[config.mk]
export PLATFORM = sky130hd
export DESIGN_NAME = reg_file_sb
export DESIGN_NICKNAME = d
export VERILOG_FILES = /design/src/rtl/rf_pkg.sv /design/src/rtl/mux2to1.sv /design/src/rtl/rf_scoreboard.sv /design/src/rtl/reg_file_sb.sv
export SDC_FILE = /design/constraint.sdc
export NUM_CORES = 1
export LEC_CHECK = 0
export BUFFER_PORTS_ARGS = -buffer_cell sky130_fd_sc_hd__buf_2
export CAP_MARGIN = 20
export CORE_ASPECT_RATIO = 1.25
export CORE_MARGIN = 8
export CORE_UTILIZATION = 50
export CTS_CLUSTER_DIAMETER = 40
export DETAILED_ROUTE_END_ITERATION = 16
export MAX_ROUTING_LAYER = met4
export PLACE_DENSITY = 0.82
export SLEW_MARGIN = 20
export SYNTH_ARGS = -nofsm -noshare
export SYNTH_HDL_FRONTEND = slang
export SYNTH_SLANG_ARGS = --single-unit
[constraint.sdc]
create_clock -name clock -period 1.65 [get_ports clock]
set_clock_uncertainty 0.1 [all_clocks]
set_input_delay 0.33 -clock clock [delete_from_list [all_inputs] [get_ports clock]]
set_output_delay 0.33 -clock clock [all_outputs]
set_load 0.01 [all_outputs]
[src/rtl/rf_pkg.sv]
// rf_pkg: shared sizes and types for the RISC240 register file
package rf_pkg;
  localparam int NREGS = 8;
  localparam int WIDTH = 16;
  localparam int SELW = 3;
  typedef logic [SELW-1:0] reg_sel_t;
  typedef logic [WIDTH-1:0] word_t;
  typedef enum logic [SELW-1:0] {R0, R1, R2, R3, R4, R5, R6, R7} reg_name_t;
endpackage

[src/rtl/mux2to1.sv]
// mux2to1: generic two-input word selector
module mux2to1 #(
  parameter int WIDTH = 16
) (
  input  logic             sel,
  input  logic [WIDTH-1:0] in0,
  input  logic [WIDTH-1:0] in1,
  output logic [WIDTH-1:0] out
);
  assign out = sel ? in1 : in0;
endmodule

[src/rtl/rf_scoreboard.sv]
// rf_scoreboard: per-register busy bits with reserve handshake and write-completion bypass
module rf_scoreboard #(
  parameter int NREGS = rf_pkg::NREGS,
  parameter int SELW = $clog2(NREGS)
) (
  input  logic            clock,
  input  logic            reset,
  input  logic [SELW-1:0] selA,
  input  logic [SELW-1:0] selB,
  input  logic            wrEn,
  input  logic [SELW-1:0] wrSel,
  input  logic            rsvEn,
  input  logic [SELW-1:0] rsvSel,
  output logic            busyA,
  output logic            busyB,
  output logic            rsvOk,
  output logic            anyBusy
);
  logic [NREGS-1:0] busy;
  assign busyA = busy[selA] && !(wrEn && wrSel == selA);
  assign busyB = busy[selB] && !(wrEn && wrSel == selB);
  assign rsvOk = rsvEn && (!busy[rsvSel] || (wrEn && wrSel == rsvSel));
  assign anyBusy = |busy;
  // a write clears its register; an accepted reserve issued later in the block wins on the same index
  always_ff @(posedge clock) begin
    if (reset) begin
      busy <= '0;
    end else begin
      if (wrEn) busy[wrSel] <= 1'b0;
      if (rsvOk) busy[rsvSel] <= 1'b1;
    end
  end
endmodule

[src/rtl/reg_file_sb.sv]
// reg_file_sb: 8x16 register file with write-through bypass and busy scoreboard
module reg_file_sb #(
  parameter int WIDTH = rf_pkg::WIDTH,
  parameter int NREGS = rf_pkg::NREGS,
  parameter int SELW = $clog2(NREGS)
) (
  input  logic             clock,
  input  logic             reset,
  input  logic [SELW-1:0]  selA,
  input  logic [SELW-1:0]  selB,
  output logic [WIDTH-1:0] outA,
  output logic [WIDTH-1:0] outB,
  output logic             busyA,
  output logic             busyB,
  input  logic             wrEn,
  input  logic [SELW-1:0]  wrSel,
  input  logic [WIDTH-1:0] wrData,
  input  logic             rsvEn,
  input  logic [SELW-1:0]  rsvSel,
  output logic             rsvOk,
  output logic             anyBusy
);
  logic [WIDTH-1:0] regs [NREGS];
  // data array: reset clears everything and overrides a same-cycle write
  always_ff @(posedge clock) begin
    if (reset) regs <= '{default: '0};
    else if (wrEn) regs[wrSel] <= wrData;
  end
  mux2to1 #(.WIDTH(WIDTH)) u_mux_a (
    .sel(wrEn && wrSel == selA), .in0(regs[selA]), .in1(wrData), .out(outA)
  );
  mux2to1 #(.WIDTH(WIDTH)) u_mux_b (
    .sel(wrEn && wrSel == selB), .in0(regs[selB]), .in1(wrData), .out(outB)
  );
  rf_scoreboard #(.NREGS(NREGS), .SELW(SELW)) u_sb (
    .clock(clock), .reset(reset), .selA(selA), .selB(selB), .wrEn(wrEn), .wrSel(wrSel),
    .rsvEn(rsvEn), .rsvSel(rsvSel), .busyA(busyA), .busyB(busyB), .rsvOk(rsvOk), .anyBusy(anyBusy)
  );
endmodule

---- After elaboration in Yosys (flattened, before gate mapping) ----
Index checks and enable logic that the tools add are counted.
word-level totals
  output and inout port bits .............. 36
  flip-flop bits (word level) ............. 136
  input bits .............................. 32
  word-level logic and storage cells ...... 66
operators by class
  bitwise gates (word level) .............. 6
  reductions and logical operators ........ 14
  $lt $le $gt $ge ......................... 10
  mux-type cells .......................... 24
  equality and inequality tests ........... 3
operator list
  operator              number
  $bwmux W128           1
  $mux W16              7
  $bmux W16 S3          2
  $demux W16 S3         1
  $mux W8               3
  $lt A3 B4 Y1 const B  4
  $ge A4 B4 Y1 const B  3
  $not A3 Y4            3
  $bmux W1 S3           3
  $eq A3 B3 Y1          3
  $logic_and A1 B1 Y1   9
  $and A8 B8 Y8         1
  $not A8 Y8            1
  $or A8 B8 Y8          1
  $reduce_or A8 Y1      1
  $demux W1 S3          2
  $ge A3 B1 Y1 const B  2
  $mux W1               5
  $lt A4 B1 Y1 const B  1
  $logic_not A1 Y1      3
  $logic_or A1 B1 Y1    1

---- Depth between registers and ports, before layout ----
Gate-level depths: netlist of run 1.
  word-level depth ........................ 10
  mapped depth ............................ 7
  gate-level depth less buffers ........... 4

---- Hierarchy ----
A second synthesis of run 1 with hierarchy kept.
unflattened totals
  cells, all modules ...................... 833
  area total of the unflattened synthesis .. 8169.1 µm²
modules (own cells, without submodules)
  module         area an instance (µm²)  seq. area each (µm²)  cells each  instances
  reg_file_sb    6956.7                  2562.5                715         1
  rf_scoreboard  714.4                   160.2                 82          1
  mux2to1        249.0                   0.0                   18          2

---- Least setup slack after synthesis of run 1 ----
OpenSTA, ideal clock, no wires.
  path kind ............................... in2out
  from .................................... input port selA[0]
  to ...................................... output port outA[12]
  arrival time ............................ 1.399 ns
  path buffers ............................ 2
  data required time ...................... 1.220 ns
  cell stages on the path ................. 5
  path slack .............................. -0.179 ns
  path through ............................ buf_6 > buf_6 > mux4_1 > mux2i_1 > a21oi_1
on the way
  cells in the longest elaborated chain, start to end .. 5
  elaborated cells between the ends (all ways) .. 7
  classes of those cells .................. eq/ne: 1; mux: 4; bitwise: 1; reduce/logical: 1
ends and longest elaborated chain
  what                                          line               RTL
  start: declaration                            reg_file_sb.sv:9   input logic [SELW-1:0] selA,
  $not A3 Y4 (not written as such)              reg_file_sb.sv:30  .sel(wrEn && wrSel == selA), .in0(regs[selA]), .in1(wrData), .out(outA)
  $bmux W16 S3                                  reg_file_sb.sv:30
  $mux W16 (not written as such) (2 in series)  reg_file_sb.sv:30
  $mux W16 (*)                                  mux2to1.sv:10      assign out = sel ? in1 : in0;
  end: declaration                              reg_file_sb.sv:11  output logic [WIDTH-1:0] outA,
Every way passes the cells marked *; elsewhere a longest branch is shown, timed or not. The select of a mux whose other input is x is not followed.

---- Worst setup path in the final report of run 1 ----
  from .................................... register regs[12] (netlist bit)
  to ...................................... output port outB[12]
on the way
  cells in the longest elaborated chain, start to end .. 4
ends and longest elaborated chain
  what                                          line               RTL
  start: declaration                            reg_file_sb.sv:23  logic [WIDTH-1:0] regs [NREGS];
  start signal: indexed assignment              reg_file_sb.sv:27  else if (wrEn) regs[wrSel] <= wrData;
  $bmux W16 S3                                  reg_file_sb.sv:33  .sel(wrEn && wrSel == selB), .in0(regs[selB]), .in1(wrData), .out(outB)
  $mux W16 (not written as such) (2 in series)  reg_file_sb.sv:33
  $mux W16                                      mux2to1.sv:10
  end: declaration                              reg_file_sb.sv:12  output logic [WIDTH-1:0] outB,
No other way between the ends. The select of a mux whose other input is x is not followed.

==> results of run 1 <==
-- per-stage QoR --
stage	worst slack (ps)	hold WS, ps
global placement	-497	349
global route	-563	138
finish	-540	126
detailed placement	-505	360
floorplan	-99.7	340
CTS	-500	117
-- logic make-up (layout without fill, tap and decap cells) --
logic type | after synthesis | after routing
buffers and inverters | 85 | 183
and+or+nand+nor | 333 | 333
muxes | 108 | 108
DFF | 136 | 136
AOI/OAI and AO/OA | 178 | 178
xor gates and xnor gates | 9 | 9
other | 0 | 1
-- what timing repair did --
item | 4_1_cts | 5_1_grt
gates cloned | 3 | 0
endpoints found under the setup margin | 36 | 36
hold endpoints to repair | 0 | 0
setup buffers | 3 | 1
gates resized for setup | 75 | 31
pin swaps | 17 | 13
-- power by group --
group          total (mW)  internal, mW  switching [mW]  leakage (nW)
sequential           3.43          3.36          0.0668          1.13
clock                4.01          2.57            1.44         0.307
combinational        1.23         0.551           0.679          2.14
total                8.67          6.48            2.19          3.57
-- flip-flops by register name (all words and copies together) (netlist names) --
signal and count:
u_sb.busy 8, regs 128
-- path summary, 6_finish.rpt --
path                                   start      endpoint  slack (ps)
worst max-delay path                regs[12]      outB[12]        -540
worst min-delay path               wrData[0]      regs[64]         130
worst max register to register  u_sb.busy[6]  u_sb.busy[6]         230
worst min register to register      regs[77]      regs[77]         360
-- layout by cell type, fill, tap and decap left out, types with 3 or more instances in the layout --
cell,n
buf_12,28
buf_6,5
clkbuf_16,17
nand2_2,4
dfxtp_1,76
mux4_2,69
buf_4,44
dfxtp_4,3
nand3_1,4
a21oi_2,23
mux2i_2,12
bufinv_16,3
xnor2_1,7
a21oi_1,140
a32o_1,3
dfxtp_2,57
nand4_2,3
nor2_1,38
clkinv_2,3
inv_1,5
nand2_1,261
buf_16,3
nand3_2,4
clkbuf_8,5
mux2i_1,24
clkbuf_1,3
buf_2,64
nor2_4,4
-- worst min-delay path, delay by kind of cell --
kind                   cells  cell delay (ps)
buffers and inverters      1              160
AOI/OAI and AO/OA          1               50
and+or+nand+nor            1               70
-- layer usage --
metal | routed length [µm] | GRT usage | share of wire | up-vias
met3 | 2890 | 0.0688 | 0.11 | 129
li1 | - | - | - | 3133
met4 | 1470 | 0.164 | 0.056 | 0
met2 | 12900 | 0.437 | 0.49 | 543
met5 | 0 | - | 0 | -
met1 | 8830 | 0.287 | 0.34 | 3527
-- final cells by class --
type	instances	area, µm²
antenna	1	2.50
clock buffer	25	505
clock inverter	7	114
fill	1122	5680
inverter	5	18.8
multi-input combinational	628	4610
sequential	136	2810
tap	212	265
timing repair buffer	146	1380
==> impl_results.md, run 1 <==
* Status: finished, violations left
* Failing checks: setup timing
* I/O pins at 68
* Pwr Density at roughly 890 nW/µm²
* Clk Tree Root Cell: clkbuf_16
* Final setup fails at 36
* Die H at 155 µm
* Crit path depth at 4
* Mapped Avg Cell Area at 9.10 µm²
* CP max FO at 3
* Critical-path cell list: mux4_2 -> mux2i_4 -> a21oi_2 -> buf_2
* Endpoint class of the critical path: output pin
* Number of distinct library cells after synthesis at 38
* Area share of the largest cell type after synthesis at 0.352
* Async S/R FF share, synth at 0
* YS warnings at 0
* WL/cell at 22.5 µm
* GR Overflow Total at 0
* Reg2Reg Depth at 4
* Die Width at 127 µm
* Setup WS post-layout at -540 ps
* Vias at 7,332
* Design area at 9700 µm²
* # placed instances at 1,120
* Buffers on Ports at 67
* Crit-path slowest cell: mux4_2
* First-pass GRT wire length at around 39 mm
* Hold buffers post-CTS at 0
* Layout Cells excl Fill at 1,160
* Most frequent cell after synthesis: nand2_1
* Largest family of logic cells by synthesized area: multiplexers
* Post-synthesis sequential area ratio at 0.352
* Predominant post-synthesis flop cell: dfxtp_1
* Synth Cell Area at just under 8000 µm²
* TritonCTS buffer count at 17
* Cells after Synth at 849
* Synth Area in Compound Gates at 0.121
* Synth Net Count at around 900
* Synth area leader: dfxtp_1
* First-pass detailed-route iteration total at 6
* Class of the worst hold path: input pin to flip-flop
* CP delay by family, top: multiplexers
* Max-cap violations at 0
* Min cycle time layout at 2190 ps
* Critical path launch point type: flip-flop
* Worst EP required at 1220 ps
* Initial core utilization at 0.503
* Crit share post-route at 1.33
* Hold Crit Depth at 3
* Clk buf depth at 2
* Clock transition at path regs at 60 ps
* Total power at between 8 and 9 mW
* Post-synthesis simple-gate area fraction at 0.186
* Initial DRC count at 1,146
* CTS tree: built
* Post-synth EDFFs at 0
* Crit path buf inv count at 1
* Final core occ at 0.631
* Arrival time worst endpoint at 1760 ps
* Share of cells above drive strength 1 at 0.394
* Synth cell count leaders: 261 x nand2_1, 163 x a21oi_1, 136 x dfxtp_1
* Top cells by area, synth: dfxtp_1 35%, nand2_1 13%, mux4_2 12%
* RSZ-0062 raised after global routing: true
* Via density at 6.32
* Die ar. at 19,700 µm²
* Clock Sink Count at 136
* Final Hold Vio Count at 0
* Final ANT Viol Nets at 0
* Rel. slew slack at 0.598
* Synth Register Bits at ~140
* Leakage power at 3.57 nW
* Gpl congestion at 0.883
* Num rows at 51
* Dpl cell area at 8720 µm²
* Synthesis-to-layout area growth at 25.5%
* H-Tree Depth at 4
* Number of global-route vias before repair at 7,289
* Fmax at between 0.4 and 0.5 GHz
* Worst vdd ir at 0.676 mV
* TNS Setup at -15,050 ps
* Post-Synth XOR/XNOR Area at 0.0121
* Insertion delay to the later sink of the worst-skew pair at 430 ps
* Setup Crit Path Kind: flip-flop to output pin
* Largest net degree at the start of global routing at between 100 and 150
* Global Route Usage Sum at 0.267
* Mux cell area share after synthesis at 0.266
* Final nets at between 900 and 1,000
* Final slew viol count at 0
* Core area at 15,400 µm²
* WL final at 26.1 mm
* Adder-cell share of the synthesized area at 0
* Initial antenna violation count at 1
* Worst slew pin tran at roughly 600 ps
* # DRC at 0
* Critical Path Max Stage Delay at 560 ps
* Detailed placement HPWL at 15.4 mm
(Power assumes the default switching activity.)
==> inputs of run 2 (changes only) <==
Settings changed: BUFFER_PORTS_ARGS -buffer_cell sky130_fd_sc_hd__buf_2 to -buffer_cell sky130_fd_sc_hd__buf_4.
==> run 2 against run 1 <==
The flow still finishes with violations (setup timing). Sequential power hardly changed. Maximum frequency increased by 1.9%. Register-to-register slack worse by 80 ps. Wire length is 3.1% higher. Core utilization rose by 0.67 points. Final area grew 1.1%.
==> impl_results.md, run 2 (same netlist as run 1, synthesis figures left out) <==
* Leakage power at 3.57 nW (about the same)
* Initial DRC count at 1,161 (was 1,146)
* Vias at 7,486 (was 7,332)
* RSZ-0062 raised after global routing: true (unchanged)
* Min cycle time layout at 2150 ps (was 2190 ps)
* Rel. slew slack at 0.608 (was 0.598)
* First-pass GRT wire length at 40.6 mm (was 39.3 mm)
* Synthesis-to-layout area growth at 26.8% (was 25.5%)
* Crit share post-route at 1.30 (was 1.33)
* Gpl congestion at 0.878 (was 0.883)
* First-pass detailed-route iteration total at 7 (was 6)
* WL/cell at 23.3 µm (was 22.5 µm)
* H-Tree Depth at 4 (unchanged)
* Worst EP required at 1220 ps (about the same)
* Die ar. at 19,700 µm² (unchanged)
* Biggest register: regs (unchanged)
* Status: finished, violations left (unchanged)
* Clk Tree Root Cell: clkbuf_16 (unchanged)
* Buffers on Ports at 67 (unchanged)
* Final setup fails at 36 (unchanged)
* Final core occ at 0.637 (was 0.631)
* WL final at 26.9 mm (was 26.1 mm)
* Global Route Usage Sum at 0.275 (was 0.267)
* Clk buf depth at 2 (unchanged)
* Layout Cells excl Fill at 1,154 (was 1,160)
* Final Hold Vio Count at 0 (unchanged)
* Register area at 2820 µm² (was 2810 µm²)
* Worst vdd ir at 0.818 mV (was 0.676 mV)
* Top flop regs: regs x128, u_sb.busy x8 (unchanged)
* # DRC at 0 (unchanged)
* Fill cells at 1,126 (was 1,122)
* Arrival time worst endpoint at 1720 ps (was 1760 ps)
* Worst slew pin tran at 588 ps (was 603 ps)
* CTS tree: built (unchanged)
* Die H at 155 µm (unchanged)
* Detailed placement HPWL at 15.7 mm (was 15.4 mm)
* Number of global-route vias before repair at 7,562 (was 7,289)
* Class of the worst hold path: input pin to flip-flop (unchanged)
* I/O pins at 68 (unchanged)
* Final slew viol count at 0 (unchanged)
* Antenna fix cells at 0 (was 1)
* Most frequent cells in the layout: 261 x nand2_1, 136 x a21oi_1, 106 x buf_4, 69 x mux4_2, 68 x dfxtp_2 (was 261 x nand2_1, 140 x a21oi_1, 76 x dfxtp_1, 69 x mux4_2, 64 x buf_2)
* Most common library cell in the layout ignoring fill and taps: nand2_1 (unchanged)
* Pwr Density at 899 nW/µm² (was 894 nW/µm²)
* Clock transition at path regs at 60 ps (about the same)
* CP max FO at 3 (unchanged)
* Initial core utilization at 0.503 (unchanged)
* GR Overflow Total at 0 (unchanged)
* Final nets at 961 (was 966)
* Initial antenna violation count at 0 (was 1)
* Dpl cell area at 8840 µm² (was 8720 µm²)
* Critical path launch point type: flip-flop (unchanged)
* Setup Crit Path Kind: flip-flop to output pin (unchanged)
* # placed instances at 1,112 (was 1,120)
* Final ANT Viol Nets at 0 (unchanged)
* Multi-input logic area at 4600 µm² (was 4610 µm²)
* Share of cells above drive strength 1 at 0.408 (was 0.394)
* Setup WS post-layout at -499 ps (was -540 ps)
* Max-cap violations at 0 (unchanged)
* TritonCTS buffer count at 17 (unchanged)
* Core area at 15,400 µm² (unchanged)
* Design area at 9800 µm² (was 9700 µm²)
* Clock Sink Count at 136 (unchanged)
* Max reg flops at 128 (unchanged)
* Num rows at 51 (unchanged)
* Insertion delay to the later sink of the worst-skew pair at 420 ps (was 430 ps)
* Fmax at 0.465 GHz (was 0.457 GHz)
* Via density at 6.49 (was 6.32)
* Die Width at 127 µm (unchanged)
* Failing checks: setup timing (unchanged)
* Endpoint class of the critical path: output pin (unchanged)
* Largest net degree at the start of global routing at 130 (was 129)
==> run 2: cell count changes in the layout (fill, tap and decap cells not counted), moves of 2 or more <==
cell	delta
dfxtp_1	-12
buf_2	-64
a21oi_1	-4
clkbuf_8	-2
clkinvlp_4	+2
a21oi_2	+4
clkbuf_1	-2
buf_8	-2
mux2i_1	+2
dfxtp_2	+11
buf_4	+62
==> run 2: timing repair <==
action | 4_1_cts | 5_1_grt
hold buffers | 0 | 0
buffers inserted | 3 | 6
pin swaps | 14 | 11
setup endpoints to repair | 36 | 36
gates resized for setup | 67 | 44
gates cloned | 2 | 0
==> run 2: layer usage <==
metal,vias to the layer above,global-route usage,part of all wire
met3,190,0.0620,0.10
met5,-,-,0
met2,609,0.450,0.49
met1,3569,0.299,0.33
met4,0,0.171,0.068
li1,3118,-,-
==> run 2: path summary, 6_finish.rpt <==
path | from | end | slack [ps] | depth (start not counted)
max | regs[78] | outB[14] | -500 | 4
min | wrData[8] | regs[24] | 110 | 3
max reg2reg | u_sb.busy[2] | u_sb.busy[0] | 150 | 5
min reg2reg | regs[55] | regs[55] | 370 | 2
==> run 2: layout make-up <==
type,instances,share of cell area
flip-flops and latches,136,0.288
inverters,5,0.00191
repair buffers,141,0.149
multi-input cells,628,0.469
clock buffers,21,0.0480
clock inverters,11,0.0171
well taps,212,0.0271
==> run 2: through the flow <==
step                      hold WS [ps]  total power [mW]  setup TNS [ps]  setup WS, ps
after floorplan                    340              4.21           -3180         -99.7
after global placement             348              4.63          -15780          -439
after detailed placement           358              4.66          -18230          -455
after CTS                         99.4              8.75          -14660          -490
after global routing               115              9.04          -16570          -568
final                              108              8.81          -14960          -499
==> run 2: where the power goes <==
part	switching (mW)	total, mW	internal [mW]	leakage, nW
logic	0.686	1.27	0.581	2.13
registers	0.0687	3.43	3.36	1.14
clock network	1.47	4.11	2.65	0.309
==> run 2: worst max-delay path, stage by stage, from the launching register on <==
cell	delay (ps)
dfxtp_2	340
mux4_2	510
mux2i_2	200
a21oi_2	100
buf_4	160
==> inputs of run 3 (changes only) <==
Settings changed: SYNTH_HIERARCHICAL set to 1.
==> run 3 against run 2 <==
The run still ends with setup timing left. Clock power down 3%. Setup slack lost 220 ps. Core utilization fell by 0.16 points. Final area grew 4.2%. Sequential power about the same. Hold slack improved by 3.9 ps. Power shrank 0.96%. Cell count fell by 0.78%. Critical path type unchanged.
==> impl_results.md, run 3 <==
* # DRC at 0 (unchanged)
* TNS Setup at -23,560 ps (was -14,960 ps)
* Final slew viol count at 0 (unchanged)
* Multi-input logic area at 4890 µm² (was 4600 µm²)
* Die H at 159 µm (was 155 µm)
* Synth Register Bits at 136 (unchanged)
* Reg2Reg Depth at 6 (was 5)
* Clk buf depth at 2 (unchanged)
* Min-Delay Endpoint: regs[34] (was regs[24])
* Final Hold Vio Count at 0 (unchanged)
* CP max FO at 3 (unchanged)
* Top flop regs: regs x128, u_sb/busy x8 (was regs x128, u_sb.busy x8)
* Hold Crit Depth at 3 (unchanged)
* YS warnings at 6 (was 0)
* Most common library cell in the layout ignoring fill and taps: nand2_1 (unchanged)
* Post-synth EDFFs at 0 (unchanged)
* Clk Tree Root Cell: clkbuf_16 (unchanged)
* Failing checks: setup timing (unchanged)
* Synthesis-to-layout area growth at 25.1% (was 26.8%)
* First-pass detailed-route iteration total at 6 (was 7)
* Post-synthesis sequential area ratio at 0.333 (was 0.352)
* Critical path launch point type: flip-flop (unchanged)
* Class of the worst hold path: input pin to flip-flop (unchanged)
* Pwr Density at 854 nW/µm² (was 899 nW/µm²)
* Clock Sink Count at 136 (unchanged)
* Top cells by area, synth: dfxtp_1 33%, mux4_1 18%, nand2_1 12% (was dfxtp_1 35%, nand2_1 13%, mux4_2 12%)
* Final core occ at 0.636 (was 0.637)
* Register area at 2790 µm² (was 2820 µm²)
* Number of global-route vias before repair at 7,257 (was 7,562)
* Met3 global-route usage at 0.0473 (was 0.0620)
* Cells after Synth at 833 (was 849)
* Synth Net Count at 865 (was 881)
* Num rows at 52 (was 51)
* Rel. slew slack at 0.613 (was 0.608)
* Reg2Reg Setup Slack at -70 ps (was 150 ps)
* Async S/R FF share, synth at 0 (unchanged)
* Gpl congestion at 0.912 (was 0.878)
* Global routing's busiest layer: met2 (unchanged)
* Arrival time worst endpoint at 1940 ps (was 1720 ps)
* Worst vdd ir at 0.696 mV (was 0.818 mV)
* Biggest register: regs (unchanged)
* Hold buffers post-CTS at 0 (unchanged)
* Number of distinct library cells after synthesis at 42 (was 38)
* Seq pwr share at 0.392 (was 0.389)
* Clock transition at path regs at 50 ps (was 60 ps)
* Fmax at 0.423 GHz (was 0.465 GHz)
* Sw frac at 0.250 (was 0.252)
* Most frequent cell after synthesis: nand2_1 (unchanged)
* Cell-internal power at 6.55 mW (was 6.59 mW)
* Predominant post-synthesis flop cell: dfxtp_1 (unchanged)
* Final ANT Viol Nets at 0 (unchanged)
* Final setup fails at 37 (was 36)
* R2r startpoint: u_sb/busy[5] (was u_sb.busy[2])
* Core area at 16,100 µm² (was 15,400 µm²)
* Largest net degree at the start of global routing at 129 (was 130)
* Worst EP required at 1220 ps (about the same)
* WL final at 25.4 mm (was 26.9 mm)
* Synth Cell Area at 8170 µm² (was 7730 µm²)
* Fill cells at 1,160 (was 1,126)
* Switching power at 2.18 mW (was 2.22 mW)
* Final nets at 949 (was 961)
* Hold path start: wrData[2] (was wrData[8])
* Initial core utilization at 0.508 (was 0.503)
* Hold WS at 112 ps (was 108 ps)
* Global Route Usage Sum at 0.249 (was 0.275)
* Max-cap violations at 0 (unchanged)
* Setup Crit Path Kind: flip-flop to output pin (unchanged)
* R2r endpoint: u_sb/busy[5] (was u_sb.busy[0])
* Crit share post-route at 1.43 (was 1.30)
* Die Width at 130 µm (was 127 µm)
* Status: finished, violations left (unchanged)
* Initial DRC count at 1,001 (was 1,161)
* GR Overflow Total at 0 (unchanged)
* Met2 usage at 0.394 (was 0.450)
* Vias at 7,268 (was 7,486)
* Area share of the largest cell type after synthesis at 0.333 (was 0.352)
* Buffers on Ports at 67 (unchanged)
* Clk pwr share at 0.458 (was 0.467)
* Leakage power at 3.84 nW (was 3.57 nW)
* Comb power frac at 0.150 (was 0.144)
* Synth cell count leaders: 265 x nand2_1, 136 x dfxtp_1, 130 x a21oi_1 (was 261 x nand2_1, 163 x a21oi_1, 136 x dfxtp_1)
* Synth area leader: dfxtp_1 (unchanged)
* Worst slew pin tran at 581 ps (was 588 ps)
* I/O pins at 68 (unchanged)
* TritonCTS buffer count at 17 (unchanged)
* Most frequent cells in the layout: 264 x nand2_1, 129 x a21oi_1, 89 x buf_4, 88 x dfxtp_1, 66 x mux4_2 (was 261 x nand2_1, 136 x a21oi_1, 106 x buf_4, 69 x mux4_2, 68 x dfxtp_2)
* Max reg flops at 128 (unchanged)
* Mapped Avg Cell Area at 9.81 µm² (was 9.10 µm²)
* Antenna fix cells at 0 (unchanged)
* CTS tree: built (unchanged)
* Insertion delay to the later sink of the worst-skew pair at 420 ps (about the same)
* H-Tree Depth at 4 (unchanged)
* M1 GR Usage at 0.301 (was 0.299)
* Min cycle time layout at 2370 ps (was 2150 ps)
* Detailed placement HPWL at 15.7 mm (about the same)
* RSZ-0062 raised after global routing: true (unchanged)
* First-pass GRT wire length at 39.0 mm (was 40.6 mm)
* Die ar. at 20,700 µm² (was 19,700 µm²)
* Setup WS post-layout at -715 ps (was -499 ps)
* Endpoint class of the critical path: output pin (unchanged)
* Initial antenna violation count at 0 (unchanged)
* Share of cells above drive strength 1 at 0.416 (was 0.408)
* Via density at 6.35 (was 6.49)
* WL/cell at 22.2 µm (was 23.3 µm)
## run 3: worst max-delay path, stage by stage (launching register included)
cell,delay (ps)
dfxtp_2,320
mux4_2,500
mux2_4,300
mux2_4,280
buf_6,120
## run 3: what timing repair did
| action | 4_1_cts | 5_1_grt |
|---|---|---|
| gates cloned | 1 | 0 |
| gates resized for setup | 166 | 37 |
| setup endpoints to repair | 39 | 40 |
| buffers inserted | 2 | 7 |
| endpoints found under the hold margin | 0 | 0 |
| pin swaps | 2 | 6 |
## run 3: power groups by stage
| stage | Sequential [mW] | Clock (mW) | Combinational, mW |
|---|---|---|---|
| after floorplan | 3.46 | 0 | 0.730 |
| after global placement | 3.47 | 0 | 1.11 |
| after detailed placement | 3.48 | 0 | 1.13 |
| after CTS | 3.42 | 3.99 | 1.25 |
| after global routing | 3.43 | 4.17 | 1.37 |
| final | 3.42 | 3.99 | 1.31 |
## run 3: per-layer routing
| metal | part of all wire | wire, µm |
|---|---|---|
| met1 | 0.37 | 9470 |
| met3 | 0.11 | 2700 |
| met2 | 0.49 | 12500 |
| met4 | 0.027 | 675 |
| met5 | 0 | 0 |
## run 3: logic make-up (layout without fill, tap and decap cells)
group / Yosys count / in the layout / share of synthesized area
xor gates and xnor gates: 13 / 13 / 0.0139
muxes: 134 / 134 / 0.313
buffers and inverters: 95 / 191 / 0.0807
AOI/OAI and AO/OA: 154 / 154 / 0.102
and+or+nand+nor: 301 / 301 / 0.157
DFF: 136 / 136 / 0.333
## run 3: per-stage QoR
step	setup slack [ps]	std cells	total power [mW]	area [µm²]
5_1_grt	-751	1145	8.97	10200
4_1_cts	-712	1138	8.67	10100
3_5_place_dp	-747	1105	4.62	9210
6_report	-715	1145	8.73	10200
2_1_floorplan	-442	833	4.19	8250
3_3_place_gp	-708	1105	4.58	9210
## run 3: how the worst max path moves through the flow
stage               end  cells after the start  startpoint
2_1_floorplan  outB[10]                      9     selB[0]
6_report        outA[2]                      4    regs[34]
5_1_grt        outB[10]                      4    regs[42]
3_5_place_dp    outA[4]                      6     selA[0]
3_3_place_gp   outA[11]                      6     selA[0]
4_1_cts        outA[12]                      4    regs[44]
## run 3: area by class of cell
type,instances,area share
sequential,136,0.273
clock inverter,10,0.0138
inverter,5,0.00184
tap,216,0.0265
timing repair buffer,155,0.159
clock buffer,21,0.0470
multi-input combinational,602,0.479
